<file path="config.mk">
export PLATFORM = sky130hd
export DESIGN_NAME = orv64_itb_ctrl_flat
export DESIGN_NICKNAME = d
export VERILOG_FILES = /design/src/rtl/orv64_itb_ctrl_if.sv /design/src/rtl/orv64_itb_ctrl.sv /design/src/flat_wrapper.sv
export SDC_FILE = /design/constraint.sdc
export NUM_CORES = 1
export LEC_CHECK = 0
export ABC_AREA = 1
export CAP_MARGIN = 20
export CORE_MARGIN = 3
export CORE_UTILIZATION = 44
export DETAILED_ROUTE_END_ITERATION = 16
export MAX_ROUTING_LAYER = met4
export PLACE_DENSITY = 0.87
export RECOVER_POWER = 50
export SYNTH_ARGS = -nofsm -noshare
export SYNTH_HDL_FRONTEND = slang
export SYNTH_SLANG_ARGS = --single-unit
</file>
<file path="constraint.sdc">
create_clock -name clk -period 4.48 [get_ports clk]
set_clock_uncertainty 0.05 [all_clocks]
set_input_delay 0.448 -clock clk [delete_from_list [all_inputs] [get_ports clk]]
set_output_delay 0.448 -clock clk [all_outputs]
set_load 0.02 [all_outputs]
</file>
<file path="src/rtl/orv64_itb_ctrl_if.sv">
// Trace-record input and ITB RAM normal-port bundle for the trace buffer controller.
// The controller takes the slave side; the pipeline/RAM environment takes the master side.
interface orv64_itb_ctrl_if #(
    parameter int DATA_W = 64,
    parameter int ADDR_W = 6
);
    logic              in_valid;
    logic [DATA_W-1:0] in_data;
    logic              in_cf;
    logic              itb_dbg_en;
    logic              itb_en;
    logic [DATA_W-1:0] itb_data;
    logic [ADDR_W-1:0] itb_addr;

    modport master (
        output in_valid, in_data, in_cf, itb_dbg_en,
        input  itb_en, itb_data, itb_addr
    );

    modport slave (
        input  in_valid, in_data, in_cf, itb_dbg_en,
        output itb_en, itb_data, itb_addr
    );
endinterface

</file>
<file path="src/rtl/orv64_itb_ctrl.sv">
// Capture-side controller for the orv64 instruction trace buffer: filters retired records,
// writes them circularly into the ITB RAM, and freezes after a trigger plus post window.
module orv64_itb_ctrl #(
    parameter int DATA_W = 64,
    parameter int ADDR_W = 6
) (
    input  logic              clk,
    input  logic              rst_n,
    orv64_itb_ctrl_if.slave   bus,
    input  logic              cfg_en,
    input  logic              cfg_cf_only,
    input  logic              cfg_trig_en,
    input  logic [DATA_W-1:0] cfg_trig_val,
    input  logic [DATA_W-1:0] cfg_trig_mask,
    input  logic [ADDR_W-1:0] cfg_post_cnt,
    input  logic              dbg_clear,
    output logic [ADDR_W-1:0] wr_ptr,
    output logic              wrapped,
    output logic              frozen,
    output logic [ADDR_W-1:0] trig_addr,
    output logic              drop
);
    typedef enum logic [1:0] {IDLE, CAPTURE, POST, FROZEN} state_e;

    state_e            state_q, state_d;
    logic [ADDR_W-1:0] wr_ptr_q, wr_ptr_d;
    logic [ADDR_W-1:0] trig_addr_q, trig_addr_d;
    logic [ADDR_W-1:0] cnt_q, cnt_d;
    logic              wrapped_q, wrapped_d;
    logic              drop_q, drop_d;
    logic              itb_en_q, itb_en_d;
    logic [DATA_W-1:0] itb_data_q, itb_data_d;
    logic [ADDR_W-1:0] itb_addr_q, itb_addr_d;

    logic eligible, accept, collide, hit;

    // A record that would have been accepted but meets an active debug port is lost, not retried.
    always_comb begin
        eligible = bus.in_valid & (~cfg_cf_only | bus.in_cf) &
                   ((state_q == CAPTURE) | (state_q == POST));
        accept   = eligible & ~bus.itb_dbg_en;
        collide  = eligible & bus.itb_dbg_en;
        hit      = accept & cfg_trig_en &
                   (((bus.in_data ^ cfg_trig_val) & cfg_trig_mask) == '0);
    end

    always_ff @(posedge clk or negedge rst_n) begin
        if (!rst_n) begin
            state_q     <= IDLE;
            wr_ptr_q    <= '0;
            trig_addr_q <= '0;
            cnt_q       <= '0;
            wrapped_q   <= 1'b0;
            drop_q      <= 1'b0;
            itb_en_q    <= 1'b0;
            itb_data_q  <= '0;
            itb_addr_q  <= '0;
        end else begin
            state_q     <= state_d;
            wr_ptr_q    <= wr_ptr_d;
            trig_addr_q <= trig_addr_d;
            cnt_q       <= cnt_d;
            wrapped_q   <= wrapped_d;
            drop_q      <= drop_d;
            itb_en_q    <= itb_en_d;
            itb_data_q  <= itb_data_d;
            itb_addr_q  <= itb_addr_d;
        end
    end

    always_comb begin
        state_d     = state_q;
        wr_ptr_d    = wr_ptr_q;
        trig_addr_d = trig_addr_q;
        cnt_d       = cnt_q;
        wrapped_d   = wrapped_q;
        drop_d      = drop_q;
        itb_en_d    = 1'b0;
        itb_data_d  = itb_data_q;
        itb_addr_d  = itb_addr_q;

        if (dbg_clear) begin
            wr_ptr_d    = '0;
            trig_addr_d = '0;
            cnt_d       = '0;
            wrapped_d   = 1'b0;
            drop_d      = 1'b0;
            state_d     = cfg_en ? CAPTURE : IDLE;
        end else begin
            if (accept) begin
                itb_en_d   = 1'b1;
                itb_data_d = bus.in_data;
                itb_addr_d = wr_ptr_q;
                wr_ptr_d   = wr_ptr_q + 1'b1;
                if (wr_ptr_q == '1)
                    wrapped_d = 1'b1;
            end
            if (collide)
                drop_d = 1'b1;

            unique case (state_q)
                IDLE: begin
                    if (cfg_en) begin
                        state_d     = CAPTURE;
                        wr_ptr_d    = '0;
                        wrapped_d   = 1'b0;
                        drop_d      = 1'b0;
                        trig_addr_d = '0;
                    end
                end
                CAPTURE: begin
                    if (hit) begin
                        trig_addr_d = wr_ptr_q;
                        if (cfg_post_cnt == '0) begin
                            state_d = FROZEN;
                        end else begin
                            cnt_d   = cfg_post_cnt;
                            state_d = POST;
                        end
                    end
                end
                POST: begin
                    if (accept) begin
                        cnt_d = cnt_q - 1'b1;
                        if (cnt_q <= ADDR_W'(1))
                            state_d = FROZEN;
                    end
                end
                FROZEN: ;
                default: state_d = IDLE;
            endcase

            // Disabling capture parks in IDLE but keeps pointer and flags for readout.
            if (!cfg_en && state_q != IDLE)
                state_d = IDLE;
        end
    end

    always_comb begin
        bus.itb_en   = itb_en_q;
        bus.itb_data = itb_data_q;
        bus.itb_addr = itb_addr_q;
        wr_ptr       = wr_ptr_q;
        wrapped      = wrapped_q;
        frozen       = (state_q == FROZEN);
        trig_addr    = trig_addr_q;
        drop         = drop_q;
    end
endmodule
</file>
<file path="src/flat_wrapper.sv">
// flat-port wrapper written by rule: the top's interface ports become plain ports
module orv64_itb_ctrl_flat 
#(
    parameter int DATA_W = 64,
    parameter int ADDR_W = 6
)
  (clk, rst_n, cfg_en, cfg_cf_only, cfg_trig_en, cfg_trig_val, cfg_trig_mask, cfg_post_cnt, dbg_clear, wr_ptr, wrapped, frozen, trig_addr, drop, bus_in_valid, bus_in_data, bus_in_cf, bus_itb_dbg_en, bus_itb_en, bus_itb_data, bus_itb_addr);
  orv64_itb_ctrl_if #(.DATA_W(DATA_W), .ADDR_W(ADDR_W)) bus_i ();
  input  logic clk;
  input  logic rst_n;
  input  logic cfg_en;
  input  logic cfg_cf_only;
  input  logic cfg_trig_en;
  input  logic [DATA_W-1:0] cfg_trig_val;
  input  logic [DATA_W-1:0] cfg_trig_mask;
  input  logic [ADDR_W-1:0] cfg_post_cnt;
  input  logic dbg_clear;
  output logic [ADDR_W-1:0] wr_ptr;
  output logic wrapped;
  output logic frozen;
  output logic [ADDR_W-1:0] trig_addr;
  output logic drop;
  input wire logic [$bits(bus_i.in_valid)-1:0] bus_in_valid;
  input wire logic [$bits(bus_i.in_data)-1:0] bus_in_data;
  input wire logic [$bits(bus_i.in_cf)-1:0] bus_in_cf;
  input wire logic [$bits(bus_i.itb_dbg_en)-1:0] bus_itb_dbg_en;
  output wire logic [$bits(bus_i.itb_en)-1:0] bus_itb_en;
  output wire logic [$bits(bus_i.itb_data)-1:0] bus_itb_data;
  output wire logic [$bits(bus_i.itb_addr)-1:0] bus_itb_addr;
  assign bus_i.in_valid = bus_in_valid;
  assign bus_i.in_data = bus_in_data;
  assign bus_i.in_cf = bus_in_cf;
  assign bus_i.itb_dbg_en = bus_itb_dbg_en;
  assign bus_itb_en = bus_i.itb_en;
  assign bus_itb_data = bus_i.itb_data;
  assign bus_itb_addr = bus_i.itb_addr;
  orv64_itb_ctrl #(.DATA_W(DATA_W), .ADDR_W(ADDR_W)) u_core (.clk(clk), .rst_n(rst_n), .bus(bus_i), .cfg_en(cfg_en), .cfg_cf_only(cfg_cf_only), .cfg_trig_en(cfg_trig_en), .cfg_trig_val(cfg_trig_val), .cfg_trig_mask(cfg_trig_mask), .cfg_post_cnt(cfg_post_cnt), .dbg_clear(dbg_clear), .wr_ptr(wr_ptr), .wrapped(wrapped), .frozen(frozen), .trig_addr(trig_addr), .drop(drop));
endmodule
</file>
==> run_results.csv <==
group,metric,value,unit
place,place.gp.congestion,0.917,
route,finalWirelength,19500,um
logic_synthesis,yosysWarnings,0,
clock_network,cts-root-buf,"clkbuf_16",
logic_synthesis,synth_nets,1094,
pwr,p_leak,4.63,nW
status,violations,"max-capacitance violations, max-slew violations",
route,num_vias,6467,
flow_run,maxCapViolations,1,
sta,setup_viol,0,
critical_path,r2r-end,"u_core.bus.itb_data[13]",
route,avgRoutedWirePerCell,14.5,um
global_route,grt.busiest_layer,"met2",
clock_network,clkTransAtPathRegs,70,ps
global_route,grt_pass1_wl,30300,um
critical_path,reg2reg_from,"u_core.state_q[0]",
finish,seq_area,2330,um^2
logic_synthesis,syn_inst,879,
pwr,total_power,4.02,mW
floorplanning,io_pins,293,
place,hpwl,16200,um
sta,rsz0062_at_grt,"false",
finish,area_delta_synth_final,57.9,%
place,place_area,8820,um^2
critical_path,rr_worst_depth,12,
route,drt_first_pass_iters,5,
global_route,grtUsageMet3,0.0412,
worst_hold_path,hp-start,"u_core.bus.itb_data[33]",
floorplanning,rows,41,
clock_network,hold_buffers,0,
logic_synthesis,syn-cell-area,5770,um^2
pwr,p_per_area,442,nW/um^2
critical_path,crit_path_top_delay_cell,"clkinv_2",
route,via_per_inst,4.81,
clock_network,cts_setup_buffers,0,
finish,drive_above_1_share,0.0462,
worst_hold_path,hp-class,"flop to flop",
clock_network,numCtsBuffers,9,
clock_network,cts-resized-gates,0,
finish,finalInstanceArea,9100,um^2
critical_path,startpoint,"u_core.state_q[0]",
floorplanning,die_area,14500,um^2
finish,nFillCells,1093,
floorplanning,die_height,120,um
clock_network,cts.sinks,93,
sta,setup_ws,1360,ps
pwr,peakVddDrop,0.000221,V
critical_path,required,4620,ps
global_route,grt_max_degree,56,
critical_path,worst_setup_path_end_kind,"flop",
finish,finalNonFillerCells,1344,
clock_network,htreeDepth,3,
sta,worst_pin_slew,2070,ps
place,io_buffers,292,
route,antenna_left,0,
critical_path,crit_type,"flop to flop",
critical_path,crit_end,"u_core.bus.itb_data[13]",
finish,num-nets-final,1381,
sta,relSlewSlack,-0.380,
finish,multi_input_area,2770,um^2
sta,setup_tns,0,ps
clock_network,clk_latency,330,ps
global_route,use_met1,0.315,
logic_synthesis,yosysSeqAreaShare,0.404,
route,drcViolationCount,0,
global_route,grt_antenna_before_repair,2,
floorplanning,initial_core_util,0.453,
sta,slew_violations,40,
logic_synthesis,synth-seq-cells,93,
status,status,"finished, violations left",
critical_path,slowest_delay,520,ps
global_route,grt_use_met2,0.471,
global_route,grt_pass1_vias,6086,
clock_network,ctsLongestPathBuffers,2,
global_route,grt.total_usage,0.271,
critical_path,critPathMaxFanout,52,
global_route,grt_overflow,0,
sta,fmax,321,MHz
floorplanning,core,12700,um^2
sta,fin_crit,3120,ps
critical_path,crit_arrival,3260,ps
sta,hold_violations,0,
place,dp_slack,1640,ps
logic_synthesis,synth.avg_cell_area,6.56,um^2
floorplanning,die_width,120,um
logic_synthesis,synthDistinctLibCells,31,
route,first_iter_violations,345,
place,place_inst,1327,
critical_path,critPathLaunchType,"flop",
sta,fin_crit_sh,0.695,
critical_path,crit_path_cell_trace,"inv_1 -> ha_1 -> nand2_1 -> inv_2 -> nand2_4 -> nor2_1 -> inv_1 -> nor2_2 -> clkinv_2 -> buf_4 -> nand2_1 -> o21ai_0",
clock_network,cts_tree,"built",
critical_path,r2r_setup_slack,1360,ps
-- kinds of logic after synthesis --
| logic type | Yosys count | share of synthesized area |
|---|---|---|
| AND/OR/NAND/NOR | 526 | 0.377 |
| buffers and inverters | 164 | 0.113 |
| flip-flops | 93 | 0.404 |
| AO/OA/AOI/OAI | 87 | 0.0875 |
| adder cells (fa/ha/maj) | 8 | 0.0174 |
| XOR/XNOR | 1 | 0.00152 |
-- how the worst min path moves through the flow --
stage                     cells after the start                      end
final                                         2  u_core.bus.itb_data[33]
after detailed placement                      1  u_core.bus.itb_data[51]
after global placement                        1  u_core.bus.itb_data[51]
after floorplan                               0   u_core.bus.itb_addr[0]
after CTS                                     1  u_core.bus.itb_data[51]
after global routing                          2  u_core.bus.itb_data[59]
-- worst max-delay path, delay by kind of cell (launching register included) --
kind                       cells  cell delay [ps]
adders and majority gates      1              330
buffers and inverters          5             1390
DFF                            1              400
AOI/OAI and AO/OA              1               80
and+or+nand+nor                5              720
-- power breakdown --
group	leakage (nW)	switching, mW	internal, mW
Sequential	1.20	0.185	1.15
Clock	0.145	0.319	0.447
Combinational	3.29	1.07	0.847
Total	4.63	1.58	2.44
-- routing by layer --
| layer | wire (um) | vias up |
|---|---|---|
| met3 | 1380 | 43 |
| li1 | - | 3278 |
| met1 | 7590 | 2891 |
| met2 | 9850 | 255 |
| met5 | 0 | - |
| met4 | 678 | 0 |
-- cells in the mapped netlist --
master | instances | share of area
nand2_1 | 325 | 0.21
inv_1 | 136 | 0.089
nor2_1 | 102 | 0.066
dfrtp_1 | 93 | 0.40
nand3_1 | 66 | 0.057
o21ai_0 | 54 | 0.047
buf_2 | 13 | 0.011
o21ai_2 | 12 | 0.018
nand2_2 | 10 | 0.011
a21oi_1 | 8 | 0.0069
ha_1 | 8 | 0.017
inv_2 | 7 | 0.0046
nand4_1 | 7 | 0.0076
o21ai_1 | 5 | 0.0043
clkbuf_1 | 4 | 0.0026
nand3_2 | 4 | 0.0069
nor3_1 | 4 | 0.0035
o211ai_1 | 4 | 0.0052
buf_6 | 3 | 0.0059
nor3b_1 | 2 | 0.0026
or2_1 | 2 | 0.0022
a211oi_1 | 1 | 0.0013
a32oi_1 | 1 | 0.0015
clkinv_1 | 1 | 0.00065
nand2_4 | 1 | 0.0020
nor2_8 | 1 | 0.0035
nor4_1 | 1 | 0.0011
o2111ai_1 | 1 | 0.0015
o41ai_1 | 1 | 0.0015
or2_2 | 1 | 0.0011
xor2_1 | 1 | 0.0015
-- final cells by class --
| type | instances | share of cell area |
|---|---|---|
| Timing Repair Buffer | 296 | 0.323 |
| Multi-Input combinational cell | 622 | 0.304 |
| Sequential cell | 93 | 0.256 |
| Inverter | 144 | 0.0595 |
| Clock buffer | 10 | 0.0263 |
| Tap cell | 172 | 0.0236 |
| Clock inverter | 5 | 0.00660 |
| Antenna cell | 2 | 0.000550 |
-- sequential cells by signal, summed over array words and instances, names as in the netlist --
| signal | count |
|---|---|
| u_core.cnt_q | 6 |
| u_core.trig_addr | 6 |
| u_core.bus.itb_en | 1 |
| u_core.wr_ptr | 6 |
| u_core.wrapped | 1 |
| u_core.bus.itb_addr | 6 |
| u_core.drop | 1 |
| u_core.bus.itb_data | 64 |
| u_core.state_q | 2 |
-- placed cells by master (no fill, tap or decap), drive strengths merged, types with 7 or more instances in the layout --
cell type / instances
dlygate4sd3: 41
o21ai: 71
nor2: 103
nand3: 70
clkdlybuf4s50: 250
inv: 143
nand2: 336
ha: 8
dfrtp: 93
nand4: 7
a21oi: 8
clkbuf: 12
-- through the flow --
stage,hold WS (ps),util
3_5_place_dp,395,0.693
3_3_place_gp,396,0.693
2_1_floorplan,102,-
6_report,417,0.715
4_1_cts,36.7,0.717
5_1_grt,450,0.715
No activity file was read; power rests on OpenSTA's default activity.
